[src/rtl/debug_pkg.sv]
// Shared definitions for the data-memory debug dump path: default widths and FSM encoding.
// The CSUM state only exists when DATAMEM_DUMP_CHECKSUM_EN is defined.
package debug_pkg;

    localparam int DEF_NB_REG     = 32;
    localparam int DEF_NB_ADDR    = 16;
    localparam int DEF_NB_BYTE    = 8;
    localparam int DEF_N_ADDR     = 2048;
    localparam int BYTES_PER_WORD = DEF_NB_REG / DEF_NB_BYTE;

    typedef enum logic [2:0] {
        ST_IDLE  = 3'd0,
        ST_READ  = 3'd1,
        ST_LATCH = 3'd2,
        ST_SEND  = 3'd3,
`ifdef DATAMEM_DUMP_CHECKSUM_EN
        ST_CSUM  = 3'd4,
`endif
        ST_DONE  = 3'd5
    } dump_state_t;

endpackage

[src/rtl/word_to_byte_tx.sv]
// Serializes one captured word MSB-byte-first over a valid/ready byte stream.
// A single-byte load sends only the top byte (used for the trailing checksum).
module word_to_byte_tx #(
    parameter int NB_REG  = 32,
    parameter int NB_BYTE = 8
) (
    input  logic               clk_i,
    input  logic               rst_ni,
    input  logic               load_i,
    input  logic               single_i,
    input  logic [NB_REG-1:0]  word_i,
    input  logic               ready_i,
    output logic [NB_BYTE-1:0] tx_data_o,
    output logic               tx_valid_o,
    output logic               last_acc_o
);

    localparam int NBYTES = NB_REG / NB_BYTE;
    localparam int IDX_W  = (NBYTES > 1) ? $clog2(NBYTES) : 1;
    localparam logic [IDX_W-1:0] LAST_IDX = IDX_W'(NBYTES - 1);

    logic [NB_REG-1:0] word_q;
    logic [IDX_W-1:0]  idx_q;
    logic              valid_q;
    logic              single_q;
    logic              byte_acc;

    assign byte_acc   = valid_q && ready_i;
    assign last_acc_o = byte_acc && (single_q || (idx_q == LAST_IDX));
    assign tx_valid_o = valid_q;
    // The outgoing byte is always the top slice; accepted bytes are shifted out.
    assign tx_data_o  = word_q[NB_REG-1 -: NB_BYTE];

    always_ff @(posedge clk_i) begin
        if (!rst_ni) begin
            word_q   <= '0;
            idx_q    <= '0;
            valid_q  <= 1'b0;
            single_q <= 1'b0;
        end else if (load_i) begin
            word_q   <= word_i;
            idx_q    <= '0;
            valid_q  <= 1'b1;
            single_q <= single_i;
        end else if (byte_acc) begin
            word_q <= word_q << NB_BYTE;
            idx_q  <= idx_q + 1'b1;
            if (last_acc_o) begin
                valid_q <= 1'b0;
            end
        end
    end

endmodule

[src/rtl/datamem_dump_ctrl.sv]
// Dumps a contiguous range of data-memory words through the debug read port to the UART TX.
// Define DATAMEM_DUMP_CHECKSUM_EN to append an XOR checksum byte after the data bytes.
module datamem_dump_ctrl
    import debug_pkg::*;
#(
    parameter int NB_REG  = DEF_NB_REG,
    parameter int NB_ADDR = DEF_NB_ADDR,
    parameter int NB_BYTE = DEF_NB_BYTE,
    parameter int N_ADDR  = DEF_N_ADDR
) (
    input  logic               i_clock,
    input  logic               i_reset,
    input  logic               i_start,
    input  logic [NB_ADDR-1:0] i_base_addr,
    input  logic [NB_ADDR-1:0] i_count,
    output logic               o_busy,
    output logic               o_done,
    output logic [NB_ADDR-1:0] o_debug_datamem_addr,
    output logic               o_debug_datamem_re,
    input  logic [NB_REG-1:0]  i_debug_datamem_data,
    output logic [NB_BYTE-1:0] o_tx_data,
    output logic               o_tx_valid,
    input  logic               i_tx_ready
);

    dump_state_t        state_q;
    logic [NB_ADDR-1:0] addr_q;
    logic [NB_ADDR-1:0] rem_q;
    logic [NB_ADDR-1:0] addr_inc_d;
    logic               load_d;
    logic               single_d;
    logic [NB_REG-1:0]  load_word_d;
    logic               last_acc;
`ifdef DATAMEM_DUMP_CHECKSUM_EN
    logic [NB_BYTE-1:0] csum_q;
    logic [NB_BYTE-1:0] csum_d;
`endif

    assign o_busy               = (state_q != ST_IDLE);
    assign o_done               = (state_q == ST_DONE);
    assign o_debug_datamem_re   = (state_q == ST_READ);
    assign o_debug_datamem_addr = addr_q;

    assign addr_inc_d = (addr_q == NB_ADDR'(N_ADDR - 1)) ? '0 : addr_q + 1'b1;

`ifdef DATAMEM_DUMP_CHECKSUM_EN
    assign csum_d = (o_tx_valid && i_tx_ready) ? (csum_q ^ o_tx_data) : csum_q;
`endif

    // The checksum reuses the serializer as a one-byte word, loaded as the last data byte leaves.
    always_comb begin
        load_d      = 1'b0;
        single_d    = 1'b0;
        load_word_d = i_debug_datamem_data;
        if (state_q == ST_LATCH) begin
            load_d = 1'b1;
        end
`ifdef DATAMEM_DUMP_CHECKSUM_EN
        else if ((state_q == ST_SEND) && last_acc && (rem_q == '0)) begin
            load_d      = 1'b1;
            single_d    = 1'b1;
            load_word_d = NB_REG'(csum_d) << (NB_REG - NB_BYTE);
        end
`endif
    end

    word_to_byte_tx #(
        .NB_REG  (NB_REG),
        .NB_BYTE (NB_BYTE)
    ) u_tx (
        .clk_i      (i_clock),
        .rst_ni     (i_reset),
        .load_i     (load_d),
        .single_i   (single_d),
        .word_i     (load_word_d),
        .ready_i    (i_tx_ready),
        .tx_data_o  (o_tx_data),
        .tx_valid_o (o_tx_valid),
        .last_acc_o (last_acc)
    );

    always_ff @(posedge i_clock) begin
        if (!i_reset) begin
            state_q <= ST_IDLE;
            addr_q  <= '0;
            rem_q   <= '0;
`ifdef DATAMEM_DUMP_CHECKSUM_EN
            csum_q  <= '0;
`endif
        end else begin
            case (state_q)
                ST_IDLE: begin
                    if (i_start) begin
                        addr_q  <= NB_ADDR'(i_base_addr % N_ADDR);
                        rem_q   <= i_count;
`ifdef DATAMEM_DUMP_CHECKSUM_EN
                        csum_q  <= '0;
`endif
                        state_q <= (i_count == '0) ? ST_DONE : ST_READ;
                    end
                end
                ST_READ: begin
                    state_q <= ST_LATCH;
                end
                ST_LATCH: begin
                    rem_q   <= rem_q - 1'b1;
                    state_q <= ST_SEND;
                end
                ST_SEND: begin
`ifdef DATAMEM_DUMP_CHECKSUM_EN
                    csum_q <= csum_d;
`endif
                    if (last_acc) begin
                        if (rem_q != '0) begin
                            addr_q  <= addr_inc_d;
                            state_q <= ST_READ;
                        end else begin
`ifdef DATAMEM_DUMP_CHECKSUM_EN
                            state_q <= ST_CSUM;
`else
                            state_q <= ST_DONE;
`endif
                        end
                    end
                end
`ifdef DATAMEM_DUMP_CHECKSUM_EN
                ST_CSUM: begin
                    if (last_acc) begin
                        state_q <= ST_DONE;
                    end
                end
`endif
                ST_DONE: begin
                    state_q <= ST_IDLE;
                end
                default: begin
                    state_q <= ST_IDLE;
                end
            endcase
        end
    end

endmodule
[config.mk]
export PLATFORM = sky130hd
export DESIGN_NAME = datamem_dump_ctrl
export DESIGN_NICKNAME = d
export VERILOG_FILES = /design/src/rtl/debug_pkg.sv /design/src/rtl/word_to_byte_tx.sv /design/src/rtl/datamem_dump_ctrl.sv
export SDC_FILE = /design/constraint.sdc
export NUM_CORES = 1
export LEC_CHECK = 0
export CAP_MARGIN = 5
export CORE_MARGIN = 8
export CORE_UTILIZATION = 30
export DETAILED_ROUTE_END_ITERATION = 16
export HOLD_SLACK_MARGIN = 0.02
export PLACE_DENSITY = 0.62
export SYNTH_ARGS = -nofsm -noshare
export SYNTH_HDL_FRONTEND = slang
export SYNTH_HIERARCHICAL = 1
export SYNTH_SLANG_ARGS = --single-unit
[constraint.sdc]
create_clock -name i_clock -period 2.4 [get_ports i_clock]
set_input_delay 0.6 -clock i_clock [delete_from_list [all_inputs] [get_ports i_clock]]
set_output_delay 0.6 -clock i_clock [all_outputs]
set_load 0.05 [all_outputs]
### After elaboration in Yosys (flattened, before gate mapping)

Cells that the tools add are included.

* bits in registers: 70
* input bits: 68
* output and inout bits: 28
* word-level logic and storage cells: 52

* add/sub/neg operators: 3
* equality and inequality tests: 9
* muxes and demuxes: 18
* bitwise operators: 1
* reduce and logical (&&, ||, !) cells: 15

Operators with widths (number)
* 16-bit two-way mux: 5
* 32-bit two-way mux: 2
* 16-bit one-hot mux with 2 select lines: 2
* 16-bit by 1-bit adder with 16-bit output, second input constant: 1
* 16-bit by 11-bit equality test with 1-bit output, second input constant: 1
* 16-bit logical NOT: 1
* 16-bit nonzero test: 1
* 16-bit by 1-bit subtractor with 16-bit output, second input constant: 1
* 3-bit two-way mux: 4
* 3-bit one-hot mux with 4 select lines: 1
* 2-bit nonzero test: 4
* 3-bit by 2-bit equality test with 1-bit output, second input constant: 2
* 2-bit != test, second input constant: 3
* 2-bit AND reduction: 3
* 1-bit two-way mux: 4
* 4-bit AND reduction: 1
* 3-bit by 1-bit equality test with 1-bit output, second input constant: 1
* 3-bit equality test, second input constant: 1
* 3-bit logical NOT: 1
* 3-bit nonzero test: 1
* 2-bit by 1-bit adder with 2-bit output, second input constant: 1
* 2-bit equality test, second input constant: 1
* 1-bit logical AND: 2
* 2-bit OR reduction: 1
* 1-bit inverter: 1

### Logic depth before layout (Yosys ltp)

Gate-level depths: netlist of the first run.

* depth after elaboration: 5
* gate-level depth with buffers: 9
* mapped depth without buffers: 8

### Modules after synthesis

Netlist of the first run, hierarchy kept.

By module, submodules not included
* datamem_dump_ctrl: times used 1, cells each 283, area an instance 2147.1 µm², seq. area each 700.7 µm²
* word_to_byte_tx: times used 1, cells each 169, area an instance 1585.3 µm², seq. area each 720.7 µm²

### Worst setup path before layout of the first run

OpenSTA, ideal clock, no wires.

* path kind: register to output
* start: register state_q[1]
* end: output o_done
* arrival: 1.793 ns
* data required time: 1.800 ns
* path slack: 0.007 ns
* stages on the path, launching flop included: 4
* buffers on the path: 2
* cells stage by stage: dfxtp_1 > buf_2 > clkbuf_1 > nor3b_1

* longest elaborated chain between the ends: 1

Ends and longest elaborated chain
* from (decl): RTL line datamem_dump_ctrl.sv:26 `dump_state_t state_q;`
* from (signal assigned): RTL line datamem_dump_ctrl.sv:99 `state_q <= (i_count == '0) ? ST_DONE : ST_READ;`
* 3-bit equality test: RTL line datamem_dump_ctrl.sv:40 `assign o_done = (state_q == ST_DONE);`
* to (decl): RTL line datamem_dump_ctrl.sv:17 `output logic o_done,`

No other way between the ends.

### Worst setup path after layout of the first run

* start: register addr_q[2], in the netlist o_debug_datamem_addr[2]
* end: output o_debug_datamem_addr[2]

RTL lines
* from (decl): RTL line datamem_dump_ctrl.sv:27 `logic [NB_ADDR-1:0] addr_q;`
* from (signal assigned): RTL line datamem_dump_ctrl.sv:94 `addr_q <= NB_ADDR'(i_base_addr % N_ADDR);`
* from (signal assigned): RTL line datamem_dump_ctrl.sv:115 `addr_q <= addr_inc_d;`
* to (decl): RTL line datamem_dump_ctrl.sv:18 `output logic [NB_ADDR-1:0] o_debug_datamem_addr,`

No word-level cell between the ends.

==> impl_metrics.csv, run 1 <==
group,metric,value,unit
power_and_ir_drop,seq_power_share,37.9,%
power_and_ir_drop,intPower,0.002547,W
synthesis,netlist_instances,452,
power_and_ir_drop,switching_power,0.001025,W
grt,antenna_found_initial,0,
timing,hold_violations,0,
power_and_ir_drop,p_clk_share,41.1,%
run,drv_cap,0,
synthesis,seq_area_frac_synth,38.08,%
worst_setup_path,max_stage_delay,0.86,ns
clocking,clkSinkCount,71,
final_layout,drive_above_1_share,9.815,%
grt,use_met2,20.27,%
floorplan,fp.dieW,127.5,um
synthesis,synth_warnings,6,
final_layout,areaGrowthSynthToFinish,37.04,%
synthesis,yosys.area.top_type,"dfxtp_1",
route,drc,0,
timing,slew_headroom,50.28,%
placed_design,dp_worst_setup_slack,-0.08717,ns
placed_design,hpwl,7817,um
power_and_ir_drop,ir_drop,0.3204,mV
final_layout,finish.utilization,42.41,%
final_layout,fillers,1226,
timing,fin_ws,0.1499,ns
clocking,htree_levels,3,
worst_setup_path,crit_path_end_kind,"primary output",
worst_setup_path,cp.arrival,1.65,ns
final_layout,layout.nets,606,
worst_setup_path,critPathMaxFanout,8,
power_and_ir_drop,p_leak,1.973,nW
worst_setup_path,crit_family,"buffers and inverters",
timing,worst_slew_pin_slew,0.7401,ns
route,dr.pass1.iters,5,
timing,finalCritPeriodShare,93.75,%
worst_setup_path,crit_buf_inv,1,
route,wl,10890,um
clocking,postCtsSetupBuffers,0,
synthesis,syn_area,3732,um2
power_and_ir_drop,power,0.003572,W
clocking,clockRootBuffer,"clkbuf_16",
worst_setup_path,critPathKind,"reg -> out",
route,drt_first_iter_violations,316,
synthesis,synth_top_cells_by_area,"dfxtp_1 (38%), a21oi_1 (7.1%), mux2i_1 (7.0%), o21ai_0 (5.1%), nand2_1 (4.0%)",
worst_setup_path,crit_required,1.80,ns
clocking,cts_hold_buf,0,
power_and_ir_drop,sw_frac_of_total,28.69,%
route,vias,3721,
worst_setup_path,crit_start,"o_debug_datamem_addr[2]",
clocking,tritoncts,"yes",
final_layout,antennaDiodeCount,0,
grt,global_route.overflow_total,0,
grt,grt_pass1_vias,3589,
worst_setup_path,rr_startpoint,"o_debug_datamem_addr[0]",
grt,grt_pass1_wl,17910,um
grt,busiest_layer,"met2",
grt,gr-usage-met3,4.368,%
synthesis,ys_seq_elements,71,
timing,final.min_clock_period,2.250,ns
final_layout,layout_common_cells,"clkdlybuf4s50_1 (87), dfxtp_1 (71), a21oi_1 (53), nand2_1 (40), o21ai_0 (38)",
synthesis,syn_avg_cell_area,8.257,um2
worst_setup_path,crit_chain,"clkdlybuf4s50_1",
route,drt-vias-per-instance,5.256,
floorplan,start_util,30.94,%
floorplan,ios,96,
power_and_ir_drop,comb_power_share,21.0,%
route,wl_per_cell,15.37,um
placed_design,portBuffers,90,
final_layout,final_common_cell,"clkdlybuf4s50_1",
timing,setup_viol,0,
synthesis,syn_nets,523,
power_and_ir_drop,pwr_density_cell,698.4,nW/um2
floorplan,core_area,12060,um2
clocking,cts_buffers,9,
synthesis,ys_types,66,
timing,rsz0062_at_grt,"false",
floorplan,dieHeight,127.5,um
synthesis,ys.flop_type,"dfxtp_1",
timing,hold_ws,0.4613,ns
timing,finClkSkew,0.008322,ns
clocking,clk_pin_slew,0.06,ns
synthesis,ys_async_sr_fraction,0,%
floorplan,rows,40,
hold_path,hp-class,"reg -> reg",
grt,grt.total_usage,13.39,%
clocking,clockBufferDepth,2,
worst_setup_path,critPathLaunchType,"flip-flop",
clocking,insertion_delay,0.33,ns
floorplan,die_area,16270,um2
worst_setup_path,slowest_stage,"clkdlybuf4s50_1",
clocking,cts_resized,0,
grt,use_met1,17.47,%
synthesis,synth_top_area_share,38.08,%
timing,final_max_slew_viol_count,0,
timing,fmax,0.4444,GHz
outcome,outcome,"finished clean",
route,ant_nets,0,
synthesis,synth-edff-count,0,
placed_design,routabilityCongestion,0.8271,
grt,grt_max_degree,58,
hold_path,min-delay-start,"u_tx/idx_q[1]",
[sequential cells by signal (all words and copies together), names as in the netlist]
name and flops:
o_debug_datamem_addr 16, rem_q 16, state_q 3, u_tx/idx_q 2
u_tx/single_q 1, u_tx/tx_valid_o 1, u_tx/word_q 32
[logic make-up after synthesis]
group | synth area share, %
AND/OR/NAND/NOR | 20.92
AO/OA/AOI/OAI | 25.78
flip-flops | 38.08
buffers and inverters | 6.905
multiplexers | 6.973
adder cells (fa/ha/maj) | 1.006
other | 0.1005
XOR/XNOR | 0.2347
[final timing paths]
path	endpoint	slack [ns]	cells past startpoint
setup / recovery	o_debug_datamem_addr[2]	0.15	1
hold / removal	u_tx/idx_q[1]	0.46	2
setup reg to reg	o_debug_datamem_addr[11]	0.25	6
hold reg to reg	u_tx/idx_q[1]	0.46	2
[power groups by stage]
stage	clock network (W)	logic [W]	registers (W)
after floorplan	0	0.000450	0.00141
after global placement	0	0.000736	0.00137
after detailed placement	0	0.000747	0.00138
after CTS	0.00151	0.000751	0.00135
after global routing	0.00159	0.000818	0.00137
final	0.00147	0.000749	0.00135
[metal layers]
layer	vias to the layer above	routed length, um	share of wire [%]
met2	124	4717	43
met4	0	153	1.4
met1	1739	5222	48
li1	1846	-	-
met3	12	792	7.3
met5	-	0	0
[cell type report]
cell class	count	area (um2)	share of cell area, %
Clock buffer	10	239.0	4.672
Clock inverter	6	91.34	1.786
Inverter	9	33.78	0.6605
Sequential cell	71	1421	27.79
Timing Repair Buffer	108	1066	20.84
Multi-Input combinational cell	336	2053	40.14
Tap cell	168	210.2	4.110
[per-stage QoR]
step                instances  TNS (ns)  cell area [um2]
floorplan                 452         0             3732
global placement          692  -0.02847             4785
detailed placement        692   -0.1125             4785
CTS                       708         0             5115
global route              708         0             5115
finish                    708         0             5115
[cells in the mapped netlist (all sizes together), types with 2 or more instances]
cell and count:
nor4 7, o21a 4, nor3b 3, nor2b 3, a2111oi 2, o311ai 2, o31a 2, o21ai 39
nand2b 3, o2111ai 2, or2 3, buf 20, or3 4, nor3 12, clkbuf 16, dfxtp 71
a211oi 5, o311a 2, a221oi 3, o32ai 3, a32o 2, a22oi 4, or4 4, and4 2
mux2i 26, a21boi 8, a21oi 54, nor2 29, and3 6, a31oi 4, nand3 27, o211ai 5
nand4 7, inv 9, nand2 41, ha 3
No activity file was read; power rests on OpenSTA's default activity.
==> run 2, diff against run 1 <==
--- a/config.mk
+++ b/config.mk
@@ -15,3 +15,4 @@
 export SYNTH_HDL_FRONTEND = slang
 export SYNTH_HIERARCHICAL = 1
 export SYNTH_SLANG_ARGS = --single-unit
+export TNS_END_PERCENT = 30
==> results of run 2 <==
Same layout as run 1: the final DEF is identical, and so are final timing and power.
==> run 3, diff against run 2 <==
--- a/config.mk
+++ b/config.mk
@@ -7,10 +7,10 @@
 export LEC_CHECK = 0
 export CAP_MARGIN = 5
 export CORE_MARGIN = 8
-export CORE_UTILIZATION = 30
+export CORE_UTILIZATION = 49
 export DETAILED_ROUTE_END_ITERATION = 16
 export HOLD_SLACK_MARGIN = 0.02
-export PLACE_DENSITY = 0.62
+export PLACE_DENSITY = 0.88
 export SYNTH_ARGS = -nofsm -noshare
 export SYNTH_HDL_FRONTEND = slang
 export SYNTH_HIERARCHICAL = 1
==> run 3 against run 2 <==
Net effect:
- power decreased by 11%
- register-to-register slack lost 0.12 ns
- setup slack lost 0.060 ns
- via count is 2.0% higher
- non-clock buffer count down 1
- sequential power barely moved
- die area is 34% lower
- fmax is 2.6% lower
- hold slack got worse by 0.0017 ns
- routed wire length is 3.5% lower
==> impl_metrics.csv, run 3 (synthesized netlist as in run 1, its figures left out) <==
group,metric,value,unit
power_and_ir_drop,ir_drop,0.5177,mV
timing,hold_violations,0,
worst_setup_path,max_stage_delay,0.87,ns
placed_design,dpl-instance-area,4657,um2
route,drc,0,
floorplan,die_area,10670,um2
clocking,tritoncts,"yes",
run,drv_cap,0,
final_layout,final_common_cell,"clkdlybuf4s50_1",
hold_path,hp-class,"reg -> reg",
worst_setup_path,slowest_stage,"clkdlybuf4s50_1",
final_layout,layout_common_cells,"clkdlybuf4s50_1 (87), dfxtp_1 (71), a21oi_1 (53), nand2_1 (40), o21ai_0 (38)",
timing,finClkSkew,0.006404,ns
route,drt-vias-per-instance,5.920,
timing,finalCritPeriodShare,96.25,%
floorplan,ios,96,
worst_setup_path,critPathMaxFanout,8,
worst_setup_path,rr_endpoint,"o_debug_datamem_addr[10]",
timing,slew_headroom,53.09,%
route,drt_first_iter_violations,209,
placed_design,routabilityCongestion,0.8744,
power_and_ir_drop,power,0.003197,W
hold_path,min_to,"u_tx/idx_q[1]",
timing,final_max_slew_viol_count,0,
final_layout,largest_reg_flops,32,
hold_path,min_path_cells,2,
timing,final.min_clock_period,2.310,ns
clocking,clk_pin_slew,0.08,ns
worst_setup_path,crit_path_end_kind,"primary output",
worst_setup_path,crit_required,1.80,ns
floorplan,start_util,49.32,%
final_layout,top_register,"u_tx/word_q",
route,wl,10510,um
route,dr.pass1.iters,5,
outcome,outcome,"finished clean",
worst_setup_path,crit_cells,1,
timing,fin_tns_setup,0,ns
worst_setup_path,reg2reg_setup_slack,0.13,ns
final_layout,stdcell_count,641,
clocking,cts_resized,0,
timing,fmax,0.4329,GHz
clocking,htree_levels,3,
grt,global_route.overflow_total,0,
clocking,clockBufferDepth,2,
final_layout,fillers,611,
worst_setup_path,cp.arrival,1.71,ns
floorplan,dieHeight,103.3,um
final_layout,antennaDiodeCount,0,
clocking,clockRootBuffer,"clkbuf_8",
final_layout,areaGrowthSynthToFinish,30.94,%
worst_setup_path,rr_startpoint,"rem_q[12]",
worst_setup_path,critPathLaunchType,"flip-flop",
floorplan,core_area,7567,um2
worst_setup_path,reg2reg_depth,5,
final_layout,layout.nets,605,
clocking,clkSinkCount,71,
grt,grt_pass1_wl,17390,um
power_and_ir_drop,p_leak,1.904,nW
grt,grt.total_usage,20.40,%
final_layout,regArea,1421,um2
route,wl_per_cell,16.39,um
clocking,insertion_delay,0.35,ns
worst_setup_path,crit_family,"buffers and inverters",
grt,antenna_found_initial,0,
timing,rsz0062_at_grt,"false",
clocking,cts_buffers,9,
floorplan,rows,32,
route,vias,3795,
timing,setup_viol,0,
grt,grt_max_degree,58,
worst_setup_path,crit_chain,"clkdlybuf4s50_1",
placed_design,dp_worst_setup_slack,-0.03887,ns
route,ant_nets,0,
placed_design,portBuffers,90,
final_layout,multi_input_area,2053,um2
clocking,cts_hold_buf,0,
power_and_ir_drop,pwr_density_cell,654.1,nW/um2
final_layout,drive_above_1_share,9.647,%
worst_setup_path,crit_buf_inv,1,
grt,grt_pass1_vias,3690,
placed_design,hpwl,7458,um
worst_setup_path,critPathKind,"reg -> out",
floorplan,fp.dieW,103.3,um
placed_design,numPlacedInstances,625,
timing,worst_slew_pin_slew,0.6982,ns
final_layout,stdcell_area,4887,um2
clocking,postCtsSetupBuffers,0,
timing,fin_ws,0.08999,ns
hold_path,min-delay-start,"u_tx/idx_q[1]",
run 3: cell types whose count changed in the layout (fill, tap and decap cells not counted), sizes merged:
cell      before  now
buf           21   20
clkinv         3    1
clkinvlp       0    2
run 3: worst max-delay path by stage:
stage	startpoint	to	slack, ns
detailed placement	i_tx_ready	o_debug_datamem_addr[4]	-0.04
global route	o_debug_datamem_addr[0]	o_debug_datamem_addr[11]	0.03
finish	o_debug_datamem_addr[2]	o_debug_datamem_addr[2]	0.09
floorplan	state_q[1]	o_done	0.007
CTS	o_debug_datamem_addr[2]	o_debug_datamem_addr[2]	0.08
global placement	i_tx_ready	o_debug_datamem_addr[4]	0.02
run 3: through the flow:
stage / utilization (%) / hold slack [ns]
6_report: 64.58 / 0.4596
5_1_grt: 64.58 / 0.4841
4_1_cts: 64.58 / 0.4621
3_5_place_dp: 61.54 / 0.4510
3_3_place_gp: 61.54 / 0.4447
2_1_floorplan: - / 0.4372
run 3: cell type report:
| type | instances | share of cell area [%] |
|---|---|---|
| inverter | 9 | 0.6912 |
| timing repair buffer | 107 | 20.89 |
| clock inverter | 6 | 1.895 |
| tap | 102 | 2.611 |
| sequential | 71 | 29.08 |
| clock buffer | 10 | 2.816 |
| multi-input combinational | 336 | 42.01 |
run 3: power by group:
group          switching (W)  leakage [nW]  internal [W]
Clock               0.000482         0.109      0.000619
Sequential         0.0000846         0.581       0.00127
Combinational       0.000417          1.21      0.000323
Total               0.000983          1.90       0.00221
run 3: tightest hold or removal path, cell delays in order, from the launching register on:
cell and delay [ns]:
dfxtp_1 0.32, nand2_1 0.05, a21oi_1 0.05
run 3: metal layers:
metal  vias up  routed length [um]  part of all wire, %  global-route usage (%)
met2       202                4940                   47                   33.70
met3        15                1033                  9.8                   7.363
met5         -                   0                    0                       0
li1       1846                   -                    -                       -
met4         0                  99                 0.94                   5.673
met1      1732                4433                   42                   24.38
==> edit: new RTL, config.mk and constraints of run 3 <==
Register the output `o_debug_datamem_addr` once more, without a reset; this adds one clock of latency there. The other outputs are not delayed to match.
--- a/src/rtl/datamem_dump_ctrl.sv
+++ b/src/rtl/datamem_dump_ctrl.sv
@@ -40,5 +40,7 @@
     assign o_done               = (state_q == ST_DONE);
     assign o_debug_datamem_re   = (state_q == ST_READ);
-    assign o_debug_datamem_addr = addr_q;
+    always_ff @(posedge i_clock) begin
+        o_debug_datamem_addr <= addr_q;
+    end
 
     assign addr_inc_d = (addr_q == NB_ADDR'(N_ADDR - 1)) ? '0 : addr_q + 1'b1;
Formal check against the unedited RTL: not equivalent (a bounded check fails within 4 cycles, from zero or initial values and one cycle with i_reset low).
==> edit against run 3 <==
  * Sequential power grew 21%
  * Setup slack lost 0.023 ns
  * Largest cell class unchanged
  * Final cell count grew 3.0%
  * Global-route usage shrank 1.1 points
  * Area after synthesis grew 7.0%
  * Power grew 11%
  * Clock skew grew 0.00078 ns
  * Routed wire length grew 4.6%
  * Critical path type is now reg2reg
  * Sequential cell count grew 16
  * Design area grew 6.2%
==> edit: results (changes against run 3) <==
- Status: finished clean
- DR WL met3: 745 um (-28%)
- Finished Layout Cells: 660 (+3.0%)
- Met1 usage: 0.235 (-0.00871)
- Routed WL: 11000 um (+4.6%)
- Synth Area in XOR/XNOR: 0.0110 (+0.00862)
- Fraction of layout cells with a size suffix above 1: 0.0973 (+0.000822)
- Mux contribution to synthesized area: 0.0627 (-0.00707)
- Period utilization: 0.972 (+0.00978)
- DR WL met2: 5290 um (+7.0%)
- Synth Area in Compound Gates: 0.222 (-0.0357)
- Layout Nets: 621 (+2.6%)
- Layout fillers: 699 (+14%)
- Final ANT Viol Nets: 0 (unchanged)
- Unique masters post-synth: 55 (-17%)
- Share of the synthesized area in the top cell type: 0.436 (+0.0553)
- Fraction of the mapped netlist area in adder cells: 0.00940 (-0.000658)
- CP peak stage delay: 0.48 ns (-0.39 ns)
- Syn Nets: 536 (+2.5%)
- Post-DP Area: 0.00496 mm^2 (+6.6%)
- Via count: 3880 (+2.2%)
- Crit path DAT: 2.59 ns (+0.88 ns)
- Global Route Usage Sum: 0.193 (-0.0114)
- Top reg by flops: u_tx/word_q
- Commonest cells post-synth: dfxtp_1 (87), a21oi_1 (59), nand2_1 (44), o21ai_0 (41), nor2_1 (27)
- Placer congestion estimate: 0.906 (+3.6%)
- Area contributors post-synth: dfxtp_1 (44%), a21oi_1 (7.4%), mux2i_1 (6.3%)
- Total CTS buffers: 9 (unchanged)
- First-pass GRT wire length: 18100 um (+4.0%)
- Met2 usage: 0.324 (-0.0130)
- Cells after DPL: 643 (+2.9%)
- Register area share after synthesis: 0.436 (+0.0553)
- R2R setup slack: 0.07 ns (-0.06 ns)
- CP max stage cell: or3b_2
- Wl on met1: 4760 um (+7.3%)
- Max FO, Critical Path: 20 (+12)
- Synth Area per Inst: 8.59 um^2 (+4.0%)
- Main flop type after synthesis: dfxtp_1
- Met3 usage: 0.0363 (-0.0373)
- Post-cts sizing count: 1 (+1)
- Post-DP HPWL: 7760 um (+4.0%)
- Worst-margin pin slew: 0.554 ns (-0.144 ns)
- Top Family by Delay on Critical Path: simple AND/OR/NAND/NOR gates
- Initial DRC count: 273 (+31%)
- VDD IR max: 322 uV (-38%)
- Place WS: -0.201 ns (-0.163 ns)
- Number of global-route vias before repair: 3797 (+2.9%)
- Final hold slack: 0.394 ns (-0.0655 ns)
- Top sig layer: met4
- Worst-Skew Late Latency: 0.35 ns (about the same)
- Leak pwr: 0.00201 uW (+5.4%)
- Clock skew: 0.00719 ns (+0.000783 ns)
[edit: cell types whose count changed in the layout (fill, tap and decap cells not counted), sizes merged, moves of 4 or more]
cell   change
a21oi      +5
and3       -4
dfxtp     +16
nand2      +4
nand3      -8
[edit: area by class of cell]
type	count	area, um^2	share of cell area
inverters	8	30.0	0.00579
multi-input cells	333	2000	0.386
repair buffers	111	1060	0.205
clock inverters	5	65.1	0.0125
well taps	105	131	0.0253
clock buffers	11	151	0.0292
flip-flops and latches	87	1740	0.336
[edit: power breakdown]
group          internal [uW]  switching, uW
clock network            547            548
registers               1550           91.2
logic                    359            437
[edit: path summary, 6_finish.rpt]
path,start,to,depth (start not counted)
setup / recovery,rem_q[1],addr_q[10],9
setup reg to reg,rem_q[1],addr_q[10],9
hold reg to reg,addr_q[15],o_debug_datamem_addr[15],0
hold / removal,addr_q[15],o_debug_datamem_addr[15],0
